<file path="config.mk">
export PLATFORM = sky130hd
export DESIGN_NAME = usb_packer
export DESIGN_NICKNAME = d
export VERILOG_FILES = /design/src/rtl/usb_packer.sv
export SDC_FILE = /design/constraint.sdc
export NUM_CORES = 1
export LEC_CHECK = 0
export CORE_ASPECT_RATIO = 1.25
export CORE_UTILIZATION = 35
export DETAILED_ROUTE_END_ITERATION = 10
export DONT_BUFFER_PORTS = 1
export GPL_ROUTABILITY_DRIVEN = 1
export PLACE_DENSITY = 0.52
export SYNTH_ARGS = -nofsm -noshare
export SYNTH_HDL_FRONTEND = slang
export SYNTH_SLANG_ARGS = --single-unit
</file>
<file path="constraint.sdc">
create_clock -name i_clk_sys -period 5.81 [get_ports i_clk_sys]
set_input_delay 0.2905 -clock i_clk_sys [delete_from_list [all_inputs] [get_ports i_clk_sys]]
set_output_delay 0.2905 -clock i_clk_sys [all_outputs]
set_load 0.01 [all_outputs]
</file>
<file path="src/rtl/usb_packer.sv">
`default_nettype none
// +----------------------------------------------------------------------------+
// | usb_packer: frames AD FIFO words into USB packets (sync/seq/len/payload/sum) |
// | Revision: 1.0                                                                |
// +----------------------------------------------------------------------------+
module usb_packer #(
  parameter logic [15:0] SYNC_WORD   = 16'hA55A,
  parameter int          PAYLOAD_MAX = 252
) (
  input  logic        i_clk_sys,
  input  logic        i_rst_n,
  input  logic        i_st,
  input  logic [15:0] i_recv_count,
  input  logic [15:0] i_ad_data,
  input  logic        i_ad_empty,
  output logic        o_ad_rd,
  input  logic        i_usb_afull,
  output logic        o_usb_wr,
  output logic [15:0] o_usb_data,
  output logic        o_busy,
  output logic        o_frame_done
);

  localparam logic [15:0] C_PAY_MAX = 16'(PAYLOAD_MAX);

  typedef enum logic [2:0] {
    S_IDLE = 3'd0,
    S_HDR  = 3'd1,
    S_SEQ  = 3'd2,
    S_LEN  = 3'd3,
    S_PAY  = 3'd4,
    S_SUM  = 3'd5
  } state_t;

  state_t      r_state;
  logic [15:0] r_remaining;
  logic [15:0] r_seq;
  logic [15:0] r_len;
  logic [15:0] r_pay_cnt;
  logic [15:0] r_sum;

  logic        w_pay_issue;
  logic [15:0] w_rem_next;
  logic [15:0] w_len_start;
  logic [15:0] w_len_next;

  assign w_pay_issue = (r_state == S_PAY) && !i_ad_empty && !i_usb_afull;
  assign w_rem_next  = r_remaining - r_len;
  assign w_len_start = (i_recv_count < C_PAY_MAX) ? i_recv_count : C_PAY_MAX;
  assign w_len_next  = (w_rem_next < C_PAY_MAX) ? w_rem_next : C_PAY_MAX;

  assign o_ad_rd = w_pay_issue;
  assign o_busy  = (r_state != S_IDLE);

  always_ff @(posedge i_clk_sys or negedge i_rst_n) begin
    if (!i_rst_n) begin
      r_state      <= S_IDLE;
      r_remaining  <= 16'h0000;
      r_seq        <= 16'h0000;
      r_len        <= 16'h0000;
      r_pay_cnt    <= 16'h0000;
      r_sum        <= 16'h0000;
      o_usb_wr     <= 1'b0;
      o_usb_data   <= 16'h0000;
      o_frame_done <= 1'b0;
    end else begin
      o_usb_wr     <= 1'b0;
      o_frame_done <= 1'b0;
      case (r_state)
        S_IDLE: begin
          if (i_st) begin
            r_remaining <= i_recv_count;
            r_seq       <= 16'h0000;
            if (i_recv_count == 16'h0000) begin
              o_frame_done <= 1'b1;
            end else begin
              r_state   <= S_HDR;
              r_len     <= w_len_start;
              r_sum     <= 16'h0000;
              r_pay_cnt <= 16'h0000;
            end
          end
        end
        S_HDR: begin
          if (!i_usb_afull) begin
            o_usb_wr   <= 1'b1;
            o_usb_data <= SYNC_WORD;
            r_state    <= S_SEQ;
          end
        end
        S_SEQ: begin
          if (!i_usb_afull) begin
            o_usb_wr   <= 1'b1;
            o_usb_data <= r_seq;
            r_state    <= S_LEN;
          end
        end
        S_LEN: begin
          if (!i_usb_afull) begin
            o_usb_wr   <= 1'b1;
            o_usb_data <= r_len;
            r_sum      <= r_sum + r_len;
            r_state    <= S_PAY;
          end
        end
        S_PAY: begin
          if (w_pay_issue) begin
            o_usb_wr   <= 1'b1;
            o_usb_data <= i_ad_data;
            r_sum      <= r_sum + i_ad_data;
            if (r_pay_cnt == r_len - 16'd1) begin
              r_pay_cnt <= 16'h0000;
              r_state   <= S_SUM;
            end else begin
              r_pay_cnt <= r_pay_cnt + 16'd1;
            end
          end
        end
        S_SUM: begin
          if (!i_usb_afull) begin
            o_usb_wr    <= 1'b1;
            o_usb_data  <= r_sum;
            r_remaining <= w_rem_next;
            r_seq       <= r_seq + 16'd1;
            // Done pulse lines up with the checksum strobe on the USB side.
            if (w_rem_next == 16'h0000) begin
              r_state      <= S_IDLE;
              o_frame_done <= 1'b1;
            end else begin
              r_state   <= S_HDR;
              r_len     <= w_len_next;
              r_sum     <= 16'h0000;
              r_pay_cnt <= 16'h0000;
            end
          end
        end
        default: r_state <= S_IDLE;
      endcase
    end
  end

endmodule
`default_nettype wire

</file>
== Word level (Yosys, flattened, before mapping) ==
Index checks and enable logic that the tools add are counted.

* Word-level logic and storage cells: 98
* Register bits after elaboration: 101
* Output and inout bits: 20
* Input bits: 37

* Mux-type cells: 47
* Order comparisons: 2
* Equality and inequality tests: 15
* Add/subtract/negate cells: 6
* Reductions and logical operators: 19

{| class="wikitable"
|+ Operator list
! kind !! number
|-
| $mux W16 || 23
|-
| $pmux W16 S2 || 3
|-
| $pmux W16 S5 || 1
|-
| $pmux W16 S4 || 1
|-
| $pmux W16 S3 || 1
|-
| $add A16 B1 Y16 const B || 2
|-
| $add A16 B16 Y16 || 2
|-
| $logic_not A16 Y1 || 2
|-
| $lt A16 B8 Y1 const B || 2
|-
| $mux W3 || 8
|-
| $pmux W3 S6 || 1
|-
| $eq A16 B16 Y1 || 1
|-
| $ne A2 B2 Y1 const B || 8
|-
| $sub A16 B1 Y16 const B || 1
|-
| $sub A16 B16 Y16 || 1
|-
| $reduce_and A6 Y1 || 2
|-
| $reduce_and A8 Y1 || 1
|-
| $mux W1 || 7
|-
| $reduce_and A7 Y1 || 1
|-
| $eq A3 B2 Y1 const B || 2
|-
| $eq A3 B3 Y1 const B || 2
|-
| $reduce_bool A3 Y1 || 2
|-
| $reduce_and A5 Y1 || 1
|-
| $reduce_bool A5 Y1 || 1
|-
| other kinds (10) || 13
|}

== Logic depth before layout (Yosys ltp) ==
Gate-level depths: netlist (run 1).

* Word-level depth: 6
* Depth in mapped cells: 20
* Gate-level depth less buffers: 17

== Worst setup path after synthesis (run 1) ==
No wires, ideal clock.

* Path type: register to register
* From: reg r_state[1]
* To: reg r_sum[14]
* Setup slack: 1.759 ns
* Cell stages (with the launch flop): 19
* Setup time: 0.125 ns
* Buffers on the path: 3
* Clock period less this slack: 4.051 ns
* Data arrival time: 3.926 ns
* Required time: 5.685 ns
* Cells stage by stage: dfrtp_1 clkbuf_1 clkinv_1 nand2_1 nor2_1 clkbuf_1 clkbuf_1 nand2_1 o21ai_0 ha_1 nor2b_1 o21a_1 o21a_1 o41a_1 a211o_1 a41oi_1 xor2_1 nor2_1 mux2_4

* Longest elaborated chain between the ends: 5
* Elaborated cells on any way between the ends: 15
* Classes of those cells: eq/ne (9); mux (1); reduce/logical (5)

{| class="wikitable"
|+ Ends and longest elaborated chain
! element !! line !! text
|-
| start: declaration || 35 || <nowiki>state_t r_state;</nowiki>
|-
| start signal: assignment || 57 || <nowiki>r_state <= S_IDLE;</nowiki>
|-
| start signal: assignment || 77 || <nowiki>r_state <= S_HDR;</nowiki>
|-
| start signal: assignment || 88 || <nowiki>r_state <= S_SEQ;</nowiki>
|-
| $eq A3 B3 Y1 || 47, 69 ||
|-
| $logic_and A1 B1 Y1 (2 in series) || 47 || <nowiki>assign w_pay_issue = (r_state == S_PAY) && !i_ad_empty && !i_usb_afull;</nowiki>
|-
| $ne A2 B2 Y1 (no source line) || - ||
|-
| $reduce_and A7 Y1 (no source line) || - ||
|-
| end signal: assignment || 102 || <nowiki>r_sum <= r_sum + r_len;</nowiki>
|-
| end signal: assignment || 110 || <nowiki>r_sum <= r_sum + i_ad_data;</nowiki>
|-
| end: declaration || 40 || <nowiki>logic [15:0] r_sum;</nowiki>
|}

Parallel ways exist; a longest one is shown, timed or not.
A chain may end at the register's enable or synchronous reset.

== Worst setup path in the final report (run 1) ==
* From: reg r_len[6]
* To: reg r_sum[5]

* Longest elaborated chain between the ends: 4

{| class="wikitable"
|+ Ends and longest elaborated chain
! element !! line !! text
|-
| start: declaration || 38 || <nowiki>logic [15:0] r_len;</nowiki>
|-
| start signal: assignment || 78 || <nowiki>r_len <= w_len_start;</nowiki>
|-
| start signal: assignment || 131 || <nowiki>r_len <= w_len_next;</nowiki>
|-
| $sub A16 B16 Y16 || 48 || <nowiki>assign w_rem_next = r_remaining - r_len;</nowiki>
|-
| $logic_not A16 Y1 || 126 || <nowiki>if (w_rem_next == 16'h0000) begin</nowiki>
|-
| $ne A2 B2 Y1 (no source line) || - ||
|-
| $reduce_and A7 Y1 (no source line) || - ||
|}

Every way passes these cells.

==> out/results.txt, run 1 <==
When the netlist entered floorplanning its net count stood at 967. Measured along the x axis, the die boundary spans 133 µm. The final critical-path required period is 4420 ps. Overall via count from detail_route: 6,600.

TritonCTS built the clock tree. The logs give 1.78 mW for the design internal power and 59 for the number of rows in the core area. In the final routed layout, each cell accounts on average for 20.4 µm. The largest voltage drop on the vdd net was 0.176 mV.

The repair_antennas step left the layout with diodes totalling 0. The actual slew at the worst max-slew pin works out to 859 ps. The run gives 2 as the maximum count of clock buffers along a single path. At the later pin of the worst-skew pair, clock insertion delay measures 370 ps. Counting flops with a built-in enable in the synthesized netlist gives 0. The critical path is of the reg -> reg type. The area growth from synthesis to layout is 7.53%. The design draws 3.31 mW. For this design, the sink count on the clock tree is 101. Net switching is 46.2% of the power. During I/O placement, the number of pins put on the boundary was 57. After clock tree synthesis, the clock-pin slew on the worst setup and hold paths is 80 ps. In the synthesized netlist, mux cells make up 4.96% of the area. The run gives 0 as the total count of hold-check failures in the final report. The overall track demand over capacity in global routing is 21.7%. The average instance in the mapped netlist occupies 8.47 µm². Sum of negative setup slack: 0 ps. Count of filler cells inserted in the layout: 2,172.

The net switching component of the power is 1.53 mW. In the routed design, unresolved DRC markers number 0. The share of layout cells above drive strength 1 came out at 7.77%. The post-synthesis share of cell area spent on xor and xnor gates was 5.21%; the register share of total power was 29.2%. Summing every instance area after synthesis gives 7560 µm².

After synthesis, the netlist uses 81 different library cells. The tools report the wire length of the first global-routing pass as 36,900 µm. The clock share of power is 19.7%, and the number of max-cap violations is 0.

The synthesized design spends more area on one cell type than any other, namely sky130_fd_sc_hd__dfrtp_1. Startpoint type of the worst setup path: a flip-flop. The top metal layer carrying routed signals is met4.

The tools report the quantity of gates resized following cts as 0. After detailed routing, the met3 layer carries 1080 µm of wire. The area share of the largest cell type after synthesis is 33.4%. Measured against its own limit, the worst slew margin works out to 42.8%. The fraction of the mapped netlist area in compound gates is 24.0%. The part of the cycle the worst path needs was 76.1%; the post-route non-filler standard cell count was 1,149. Data on the critical path arrives at its endpoint at 4670 ps. Setup violations remaining at the end of the flow were counted as 0. The detail route stage leaves a number of antenna-violating nets equal to 0.

For this run, the leading register cell type out of synthesis is sky130_fd_sc_hd__dfrtp_1. Routability-driven placement finished with a final weighted congestion of 0.888. Buffer cell driving the clock tree root: sky130_fd_sc_hd__clkbuf_16. The flow ran to the end, and the final reports show no timing, DRC or antenna violations. The run gives 6060 ps as the required time at the worst-slack endpoint. The via count of the first global-routing pass came out at 6,486. Element type at the critical path end: a flip-flop.

In this run the number of H-tree levels came out at 3. Class of the tightest hold or removal check: in -> reg. Entering global routing, the biggest net connects 102 pins. Counting instances in the post-synthesis netlist gives the leading cell types as 104 x sky130_fd_sc_hd__nor2_1, 101 x sky130_fd_sc_hd__dfrtp_1, 64 x sky130_fd_sc_hd__nand2_1, 62 x sky130_fd_sc_hd__o21ai_0, 55 x sky130_fd_sc_hd__a21oi_1. The net count of the finished layout is 944. Buffers placed on the I/O ports in this run total 0. Power density over the cells: 407 nW/µm². The pre-antenna-repair detailed-routing pass consisted of 4 iterations. The number of setup buffers added after CTS is 0. The initial antenna violation count is 0. The number of register bits inferred by synthesis is 101. Summed over all nets, the half-perimeter wirelength after detailed placement is 17,800 µm. Along the worst path, the maximum fanout reaches 16. The clock arrives with 9.50 ps of skew.

In the synthesized netlist the async set-or-reset flop fraction comes to 100%. The placeable core region came out at 21,000 µm². The final count of pins violating max slew came out at 0.

In the detailed route, the total length drawn on met2 is 11,700 µm. The power share of the combinational group was 51.0%; the height of the die was 166 µm. By area, the combinational part of the netlist is dominated by compound AO/OA/AOI/OAI gates.

Buffers inserted during clock tree synthesis total 9. Setup repair after global routing left no endpoint under its margin. Number of hold-repair buffers added at the cts stage: 2.

For the final wirelength, the log shows 23,500 µm. Among all cell types in the netlist, the one instantiated most often is sky130_fd_sc_hd__nor2_1. The number of cells in the design after placement was 1,131. The number of standard cells after synthesis came out at 893. The final global-route overflow total came out at 0. The static leakage came out at 3.40 nW.

After detailed routing, the wire length on met1 is 10,000 µm. The maximum clock frequency is 0.226 GHz, and the full die area is 22,200 µm². After detailed routing, the number of vias per cell comes to 5.74. The simple-gate area share of the yosys netlist is 21.3%, and the count of synthesis-stage warnings from yosys is 0.

For this run, the register share of the synthesized area comes to 33.4%. For the starting density of the core, the log shows 36.0%. After the first detailed-routing iteration, the DRC count stood at 416. Adder and majority cell fraction of the synthesized area: 6.32%. After synthesis, the cell types taking the most area are sky130_fd_sc_hd__dfrtp_1 33%, sky130_fd_sc_hd__ha_1 5.8%, sky130_fd_sc_hd__nor2_1 5.2%, sky130_fd_sc_hd__o21ai_0 4.1%, sky130_fd_sc_hd__a21oi_1 3.6%.
[kinds of logic after synthesis]
kind of cell	Yosys count
buf+inv	87
xor+xnor	45
mux	32
simple gates	318
flops	101
fa+ha+maj	37
compound gates	273
[layer usage]
metal	GRT usage (%)	vias up
met3	3.66	38
met5	0	-
li1	-	3238
met1	26.6	3160
met4	8.40	0
met2	37.6	164
[area by class of cell]
cell class	count	area (µm²)	share of cell area [%]
repair buffers	11	105	1.29
multi-input cells	705	4690	57.6
flip-flops and latches	101	2530	31.1
clock buffers	9	225	2.77
well taps	274	343	4.22
clock inverters	7	86.3	1.06
inverters	42	158	1.94
[power groups by stage]
stage | clock (mW) | combinational [mW] | sequential, mW
after CTS | 0.668 | 1.69 | 0.968
after global routing | 0.692 | 1.87 | 0.984
after floorplan | 0 | 1.33 | 0.936
after detailed placement | 0 | 1.67 | 0.982
after global placement | 0 | 1.68 | 0.982
final | 0.653 | 1.69 | 0.967
[path summary, 6_finish.rpt]
kind	startpoint	endpoint	slack, ps	depth (start not counted)
min	i_usb_afull	o_frame_done	70	1
min reg2reg	r_remaining[14]	r_remaining[14]	490	2
max in group asynchronous	i_rst_n	r_remaining[7]	4820	2
max reg2reg	r_len[6]	r_sum[5]	1390	11
max	r_len[6]	r_sum[5]	1390	11
min in group asynchronous	i_rst_n	r_sum[13]	510	2
[cells in the final DEF (no fill, tap or decap), types with 5 or more instances in the layout]
master                      Yosys  routed
sky130_fd_sc_hd__a211o_1        6       6
sky130_fd_sc_hd__a211oi_1      20      20
sky130_fd_sc_hd__a21o_1         7       7
sky130_fd_sc_hd__a21oi_1       55      53
sky130_fd_sc_hd__a221oi_1       9       9
sky130_fd_sc_hd__a22oi_1        8       8
sky130_fd_sc_hd__a31oi_1       15      15
sky130_fd_sc_hd__and2_1         7       7
sky130_fd_sc_hd__and3_1        23      23
sky130_fd_sc_hd__buf_4          0       9
sky130_fd_sc_hd__clkbuf_16      0       9
sky130_fd_sc_hd__dfrtp_1      101     101
sky130_fd_sc_hd__ha_1          35      35
sky130_fd_sc_hd__inv_1         40      40
sky130_fd_sc_hd__mux2_2         8       8
sky130_fd_sc_hd__mux2_4         9       9
sky130_fd_sc_hd__mux2i_1       15      15
sky130_fd_sc_hd__nand2_1       64      64
sky130_fd_sc_hd__nand2b_1      16      16
sky130_fd_sc_hd__nand3_1       18      18
sky130_fd_sc_hd__nand4_1        8       8
sky130_fd_sc_hd__nor2_1       104     103
sky130_fd_sc_hd__nor2b_1        7       7
sky130_fd_sc_hd__nor3_1        28      28
sky130_fd_sc_hd__nor4_1         5       5
sky130_fd_sc_hd__o211ai_1       5       5
sky130_fd_sc_hd__o21a_1        11      11
sky130_fd_sc_hd__o21ai_0       62      61
sky130_fd_sc_hd__o22ai_1       14      14
sky130_fd_sc_hd__o311ai_0       8       8
sky130_fd_sc_hd__o31ai_1       16      16
sky130_fd_sc_hd__or3_1         10      10
sky130_fd_sc_hd__or4_1          6       6
sky130_fd_sc_hd__xnor2_1       27      27
sky130_fd_sc_hd__xor2_1        18      18
[critical path, cell delays in order (launching register included)]
cell	delay (ps)
sky130_fd_sc_hd__dfrtp_1	540
sky130_fd_sc_hd__inv_1	190
sky130_fd_sc_hd__ha_1	380
sky130_fd_sc_hd__a21o_1	190
sky130_fd_sc_hd__a211oi_1	360
sky130_fd_sc_hd__a21oi_2	160
sky130_fd_sc_hd__o311ai_0	440
sky130_fd_sc_hd__a21oi_1	140
sky130_fd_sc_hd__xnor2_1	470
sky130_fd_sc_hd__nand4_4	300
sky130_fd_sc_hd__o21ai_4	700
sky130_fd_sc_hd__mux2_2	410
[flip-flops by register name, summed over array words and instances (netlist names)]
register      count
o_frame_done      1
o_usb_data       16
o_usb_wr          1
r_len            16
r_pay_cnt        16
r_remaining      16
r_seq            16
r_state           3
r_sum            16
[per-stage QoR]
step           hold WS [ps]  util, %  setup slack (ps)  instance area, µm²
2_1_floorplan         -5.09        -              1760                7560
3_3_place_gp         -0.314     37.0              1440                7780
3_5_place_dp          0.480     37.0              1420                7780
4_1_cts                60.9     38.7              1390                8130
5_1_grt                68.7     38.7              1040                8130
6_report               68.0     38.7              1390                8130
No activity file was read; power rests on OpenSTA's default activity.
==> run 2, diff against run 1 <==
--- a/config.mk
+++ b/config.mk
@@ -10,7 +10,7 @@
 export DETAILED_ROUTE_END_ITERATION = 10
 export DONT_BUFFER_PORTS = 1
 export GPL_ROUTABILITY_DRIVEN = 1
-export PLACE_DENSITY = 0.52
+export PLACE_DENSITY = 0.54
 export SYNTH_ARGS = -nofsm -noshare
 export SYNTH_HDL_FRONTEND = slang
 export SYNTH_SLANG_ARGS = --single-unit
==> constraint.sdc (replaced) <==
create_clock -name i_clk_sys -period 3.65 [get_ports i_clk_sys]
set_input_delay 0.1825 -clock i_clk_sys [delete_from_list [all_inputs] [get_ports i_clk_sys]]
set_output_delay 0.1825 -clock i_clk_sys [all_outputs]
set_load 0.01 [all_outputs]
==> run 2 against run 1 <==
  * Critical path depth rose by 1
  * Combinational power rose by 70%
  * Maximum frequency rose by 29%
  * Final cell count rose by 3.4%
  * Via count rose by 2.5%
  * Total power rose by 63%
  * Register-to-register slack got worse by 1200 ps
  * Setup slack got worse by 1200 ps
  * Die area did not move
  * Clock power rose by 55%
  * Clock skew fell by 1.7 ps
  * Core utilization rose by 1.6 points
  * Largest cell class unchanged
  * Largest power group unchanged
==> out/results.txt, run 2 (same netlist as run 1, synthesis figures left out) <==
The flow ran to the end, and the final reports show no timing, DRC or antenna violations. The tools report the post-CTS setup repair buffer count as 0 (unchanged). The placer congestion estimate is 0.876 (-1.4%). In the layout the commonest cells are 103 x sky130_fd_sc_hd__nor2_1, 100 x sky130_fd_sc_hd__dfrtp_1, 64 x sky130_fd_sc_hd__nand2_1. The initial antenna violation count came out at 0 (unchanged).

The logs give 17,500 µm (-1.5%) for the detailed placer's ending HPWL and 3.61 nW (+6.2%) for the static leakage. The actual slew at the worst max-slew pin was 693 ps (-166 ps); the average wire per cell in the routed design was 19.4 µm (-5.1%). The path with the worst hold slack has its endpoint at r_remaining[1]. The share of layout cells above drive strength 1 is 11.8% (+4.0 points).

The logs give 7.76 ps (-1.74 ps) for the clock skew after layout and 6,643 (+2.4%) for the via count of the first global-routing pass. The number of buffer cells added on primary ports works out to 0 (unchanged). The run gives 3910 ps (-2150 ps) as the required time at the worst-slack endpoint.

STA classifies the critical path endpoint as a flip-flop. The buffer cell driving the clock tree root was sky130_fd_sc_hd__clkbuf_16. Overall via count from detail_route: 6,764 (+2.5%).

In this run the critical register-to-register path is launched from r_len[1]. The type of the worst setup path was reg -> reg. The number of diodes added for antenna fixing came out at 0 (unchanged). The cell family contributing the most delay on the critical path is compound AO/OA/AOI/OAI gates.

The tools report the sink count of the clock tree as 101 (unchanged). The clock transition at the registers of the reported paths is 80 ps (about the same). The slowest stage of the critical path belongs to the cell sky130_fd_sc_hd__or4_1. The placeable core region is 21,000 µm² (unchanged), and the total setup violations reported at the end of the flow is 0 (unchanged). Starting density of the core: 36.0% (unchanged). The final wirelength is 23,000 µm (-1.9%), and the largest fanout of any net on the critical path is 16 (unchanged).

The number of cells in the design after placement was 1,166 (+3.1%). Walking the worst path, the cells encountered are inv_1 -> ha_1 -> nor2b_1 -> o2111a_1 -> o31a_1 -> or4_1 -> a211oi_2 -> buf_4 -> nand4_4 -> o21ai_4 -> buf_12 -> mux2_2. The final critical-path required period is 3420 ps (-1000 ps).

The run gives 3680 ps (-990 ps) as the arrival time reported for the critical path endpoint. The part of the cycle the worst path needs is 93.8% (+18 points), and the floorplan die width is 133 µm (unchanged). The run gives 4 (unchanged) as the count of TritonRoute iterations in the first routing pass.

The number of rows in the core area was 59 (unchanged); the largest net degree at the start of global routing was 102 (unchanged). The logs give 35.5% (-2.1 points) for the global routing usage on met2 and 3 (unchanged) for the H-tree depth. The average via count per standard cell is 5.69 (-0.88%), and the power density over the cells is 638 nW/µm² (+57%). Setup repair after global routing left no endpoint under its margin.

The tools report the count of filler cells inserted in the layout as 2,169 (-0.14%). Class of the tightest hold or removal check: in -> reg. The sum of negative setup slack came out at 0 ps (unchanged). The clock latency on the worst-skew pair is 370 ps (about the same). The largest voltage drop on the vdd net is 0.273 mV (+55%), and the worst slew margin relative to its limit is 53.5% (+11 points). The largest stage delay on the critical path was 440 ps (-260 ps). For the number of max-cap violations, the log shows 0 (unchanged). The smallest hold slack was 8.56 ps (-59.4 ps).

The worst setup path is launched from a flip-flop. The final global-route overflow total was 0 (unchanged); the global routing met3 resource utilization was 2.93% (-0.73 points). In this run the most critical hold path is launched from i_recv_count[1]. The clock buffer count from CTS is 9 (unchanged), and the area growth from synthesis to layout is 12.0%. In this run the critical register-to-register path is captured at r_sum[3].

The layer carrying the most global-route usage is met2. Wire length of the first global-routing pass: 36,500 µm (-1.0%). The most common library cell in the layout ignoring fill and taps is sky130_fd_sc_hd__nor2_1. The run gives 0 (unchanged) as the DRC violation count after routing.

For the maximum count of clock buffers along a single path, the log shows 2 (unchanged). The number of DRC violations after detailed-routing iteration 0 came out at 433 (+4.1%). The maximum clock frequency is 0.292 GHz (+29%). The post-route antenna net violation count was 0 (unchanged). The run gives 57 (unchanged) as the number of I/O pins.

The final count of pins violating max slew came out at 0 (unchanged). Count of cells along the worst register-to-register path: 12 (+1). The instance count along the most critical hold path is 2 (+1), and the register-to-register path setup slack is 230 ps (-1160 ps). The overall track demand over capacity in global routing was 21.3% (-0.40 points). The post-route non-filler standard cell count was 1,188 (+3.4%); the height of the die was 166 µm (unchanged). TritonCTS built the clock tree. The logs give 27.0% (+0.37 points) for the met1 usage in global routing and 0 (unchanged) for the total count of hold-check failures in the final report. Post-layout net count: 983 (+4.1%). The full die area is 22,200 µm² (unchanged), and the buffers plus inverters on the worst setup path is 3 (+2).
[run 2: cell types whose count changed in the layout (fill, tap and decap cells not counted), moves of 2 or more]
cell                            previous run  this run
sky130_fd_sc_hd__clkinv_4                  0         2
sky130_fd_sc_hd__dlygate4sd3_1             1         5
sky130_fd_sc_hd__buf_4                     9        43
sky130_fd_sc_hd__o41ai_2                   0         2
sky130_fd_sc_hd__inv_8                     4         2
sky130_fd_sc_hd__o41ai_1                   3         1
[run 2: area by class of cell]
cell class	instances	area, µm²	share of cell area (%)
repair buffers	50	420	4.96
flip-flops and latches	101	2530	29.9
multi-input cells	705	4720	55.7
clock buffers	9	225	2.66
inverters	42	158	1.86
well taps	274	343	4.05
clock inverters	7	73.8	0.872
[run 2: worst max path at each step]
stage | start | endpoint | cells past startpoint
finish | r_len[1] | r_sum[3] | 12
detailed placement | r_remaining[0] | r_sum[3] | 13
floorplan | r_state[1] | r_sum[14] | 18
CTS | r_state[1] | r_sum[15] | 15
global route | r_len[12] | r_len[6] | 13
global placement | r_remaining[0] | r_sum[1] | 13
[run 2: per-layer routing]
metal / up-vias / wire length [µm]
met3: 32 / 1120
met5: - / 0
met1: 3252 / 10100
li1: 3312 / -
met2: 168 / 10900
met4: 0 / 890
[run 2: through the flow]
stage	worst slack (ps)	instance area [µm²]	power, mW	utilization, %
after global routing	24.6	8470	5.81	40.3
after CTS	120	8430	5.40	40.1
final	228	8470	5.40	40.3
after global placement	159	8060	4.33	38.3
after floorplan	2.41	7580	3.61	-
after detailed placement	137	8060	4.35	38.3
[run 2: timing repair]
action,CTS,global route
endpoints found under the hold margin,105,0
setup endpoints to repair,0,33
hold buffers,6,0
resized for setup,0,8
[run 2: power breakdown]
| group | internal (mW) | switching [mW] |
|---|---|---|
| Sequential | 1.33 | 0.182 |
| Combinational | 1.13 | 1.74 |
| Clock | 0.487 | 0.523 |
| Total | 2.95 | 2.45 |
==> run 3, diff against run 2 <==
--- a/config.mk
+++ b/config.mk
@@ -5,12 +5,12 @@
 export SDC_FILE = /design/constraint.sdc
 export NUM_CORES = 1
 export LEC_CHECK = 0
+export BUFFER_PORTS_ARGS = -buffer_cell sky130_fd_sc_hd__buf_4
 export CORE_ASPECT_RATIO = 1.25
 export CORE_UTILIZATION = 35
 export DETAILED_ROUTE_END_ITERATION = 10
-export DONT_BUFFER_PORTS = 1
 export GPL_ROUTABILITY_DRIVEN = 1
-export PLACE_DENSITY = 0.54
+export PLACE_DENSITY_LB_ADDON = 0.3
 export SYNTH_ARGS = -nofsm -noshare
 export SYNTH_HDL_FRONTEND = slang
 export SYNTH_SLANG_ARGS = --single-unit
==> constraint.sdc (replaced) <==
create_clock -name i_clk_sys -period 4.1 [get_ports i_clk_sys]
set_input_delay 0.205 -clock i_clk_sys [delete_from_list [all_inputs] [get_ports i_clk_sys]]
set_output_delay 0.205 -clock i_clk_sys [all_outputs]
set_load 0.01 [all_outputs]
==> run 3 against run 2 <==
  * Sequential cell count did not move
  * Setup slack improved by 59 ps
  * Final cell count rose by 2.9%
  * Core utilization rose by 0.77 points
  * Clock power fell by 17%
  * Total power fell by 11%
  * Sequential share of layout area fell by 0.57 points
  * Worst hold slack improved by 120 ps
  * Register-to-register slack improved by 60 ps
  * Clock-buffer cell count rose by 1
  * Maximum frequency fell by 10%
  * Combinational power fell by 7.6%
==> out/results.txt, run 3 (same netlist as run 1, synthesis figures left out) <==
The run gives 434 (+0.23%) as the number of DRC violations after detailed-routing iteration 0. The sink count of the clock tree is 101 (unchanged), and the buffers plus inverters on the worst setup path is 2 (-1). The final wirelength was 22,700 µm (-1.4%). Setup repair after global routing left no endpoint under its margin. The tools report the final instance area as 8630 µm² (+1.9%). The run gives 51.2% (-2.3 points) as the worst slew margin relative to its limit. The run gives 8340 µm² (+3.6%) as the instance area at placement. For the starting density of the core, the log shows 36.0% (unchanged). The cell sitting at the root of the clock tree is a sky130_fd_sc_hd__clkbuf_16.

The run gives 36,200 µm (-0.96%) as the wire length of the first global-routing pass. The maximum count of clock buffers along a single path is 2 (unchanged). The class of the tightest hold or removal check is in -> reg. The worst setup path is launched from a flip-flop. Number of cells in the design after placement: 1,205 (+3.3%).

Average via count per standard cell: 5.67 (-0.40%). The smallest hold slack is 126 ps (+117 ps). The family with the most delay on the worst path was compound AO/OA/AOI/OAI gates. The number of diodes added for antenna fixing is 0 (unchanged), and the power density over the cells is 558 nW/µm² (-13%).

The height of the die is 166 µm (unchanged), and the quantity of gates resized following cts is 0 (unchanged). The most common library cell in the layout ignoring fill and taps is sky130_fd_sc_hd__nor2_1. The largest net degree at the start of global routing was 45 (-56%); the area growth from synthesis to layout was 14.1%.

The initial antenna violation count was 0 (unchanged); the clock skew after layout was 9.21 ps (+1.45 ps). The tools report the post-route antenna net violation count as 0 (unchanged). The run gives 313 ps (+176 ps) as the worst slack at placement.

The DRC violation count after routing is 0 (unchanged). The H-tree depth is 3 (unchanged), and the clock latency on the worst-skew pair is 360 ps (about the same). Post-route non-filler standard cell count: 1,222 (+2.9%). The number of rows in the core area came out at 59 (unchanged).

The total setup violations reported at the end of the flow is 0 (unchanged). The run gives 6,688 (+0.68%) as the via count of the first global-routing pass. TritonCTS built the clock tree. The number of buffer cells added on primary ports was 56 (+56); the post-layout net count was 1,017 (+3.5%).

The slack of the critical path was 286 ps (+58.7 ps); the end-of-flow core utilization was 41.0% (+0.77 points). The worst setup path is captured at a flip-flop. The signal on the critical path passes through inv_1 -> ha_1 -> o21a_1 -> o31a_1 -> a41o_1 -> o2111ai_2 -> or3b_4 -> nor4_4 -> nand4_4 -> o21ai_4 -> buf_12 -> mux2_2. The final critical-path required period was 3810 ps (+391 ps). The number of max-cap violations is 0 (unchanged), and the final count of pins violating max slew is 0 (unchanged).

The count of TritonRoute iterations in the first routing pass is 5 (+1). The part of the cycle the worst path needs is 93.0% (-0.75 points), and the maximum clock frequency is 0.262 GHz (-10%). The run gives 0 (unchanged) as the final global-route overflow total. The arrival time reported for the critical path endpoint was 4060 ps (+380 ps). The run gives 9 (unchanged) as the clock buffer count from CTS. The floorplan die width came out at 133 µm (unchanged). The largest stage delay on the critical path is 520 ps (+80 ps).

The flow ran to the end, and the final reports show no timing, DRC or antenna violations. The overall via count from detail_route came out at 6,930 (+2.5%). Placeable core region: 21,000 µm² (unchanged).

Among all stages on the critical path, the largest delay is contributed by sky130_fd_sc_hd__dfrtp_1. The run gives 0.942 (+7.6%) as the placer congestion estimate. For the overall track demand over capacity in global routing, the log shows 21.1% (-0.23 points). The tools report the sum of negative setup slack as 0 ps (unchanged).

The full die area was 22,200 µm² (unchanged); the average wire per cell in the routed design was 18.6 µm (-4.1%). The total power draw was 4.81 mW (-11%). The detailed placer's ending HPWL came out at 17,600 µm (+0.19%).

The run gives 0.258 mV (-5.5%) as the largest voltage drop on the vdd net. The share of layout cells above drive strength 1 was 14.6% (+2.7 points). The actual slew at the worst max-slew pin is 732 ps (+38.6 ps), and the total count of hold-check failures in the final report is 0 (unchanged).

Number of I/O pins: 57 (unchanged). The largest fanout of any net on the critical path is 16 (unchanged). The type of the worst setup path is reg -> reg.

Required time at the worst-slack endpoint: 4350 ps (+440 ps). The clock transition at the registers of the reported paths came out at 70 ps (about the same). In the layout the commonest cells are 103 x sky130_fd_sc_hd__nor2_1, 101 x sky130_fd_sc_hd__dfrtp_1, 82 x sky130_fd_sc_hd__buf_4. For the static leakage, the log shows 3.73 nW (+3.3%).
==> run 3: cell count changes in the layout (fill, tap and decap cells not counted), sizes merged <==
cell / change
buf: +38
inv: -2
clkbuf: +1
dlygate4sd3: -4
clkinvlp: +1
==> run 3: path summary, 6_finish.rpt <==
| check | startpoint | slack, ps | cells past startpoint | to |
|---|---|---|---|---|
| min in group asynchronous | i_rst_n | 370 | 2 | r_remaining[4] |
| max in group asynchronous | i_rst_n | 2740 | 3 | r_len[3] |
| max reg2reg | r_len[3] | 290 | 12 | r_sum[3] |
| min | i_recv_count[11] | 130 | 3 | r_remaining[11] |
| max | r_len[3] | 290 | 12 | r_sum[3] |
| min reg2reg | r_remaining[14] | 490 | 2 | r_remaining[14] |
==> run 3: area by class of cell <==
class / count / area, µm²
clock inverter: 6 / 47.5
multi-input combinational: 705 / 4680
timing repair buffer: 84 / 646
fill: 2143 / 12400
inverter: 42 / 158
sequential: 101 / 2530
clock buffer: 10 / 229
tap: 274 / 343
==> run 3: metal layers <==
layer / up-vias / track usage [%] / share of wire, %
met5: - / 0 / 0
met4: 0 / 11.5 / 4.6
met3: 40 / 2.29 / 3.9
met2: 195 / 34.6 / 48
met1: 3319 / 27.0 / 44
li1: 3376 / - / -
==> run 3: timing repair <==
action	CTS	global route
setup buffers	0	0
hold buffers	1	0
hold endpoints to repair	35	0
==> run 3: power by group <==
group          leakage (nW)  internal [mW]  switching, mW
combinational          2.30           1.08           1.59
sequential             1.30           1.19          0.129
clock                 0.133          0.418          0.419
total                  3.73           2.68           2.13
==> run 3: tightest hold or removal path, cell delays in order <==
cell and delay [ps]:
sky130_fd_sc_hd__buf_4 110, sky130_fd_sc_hd__nand2_1 50, sky130_fd_sc_hd__a31oi_1 80
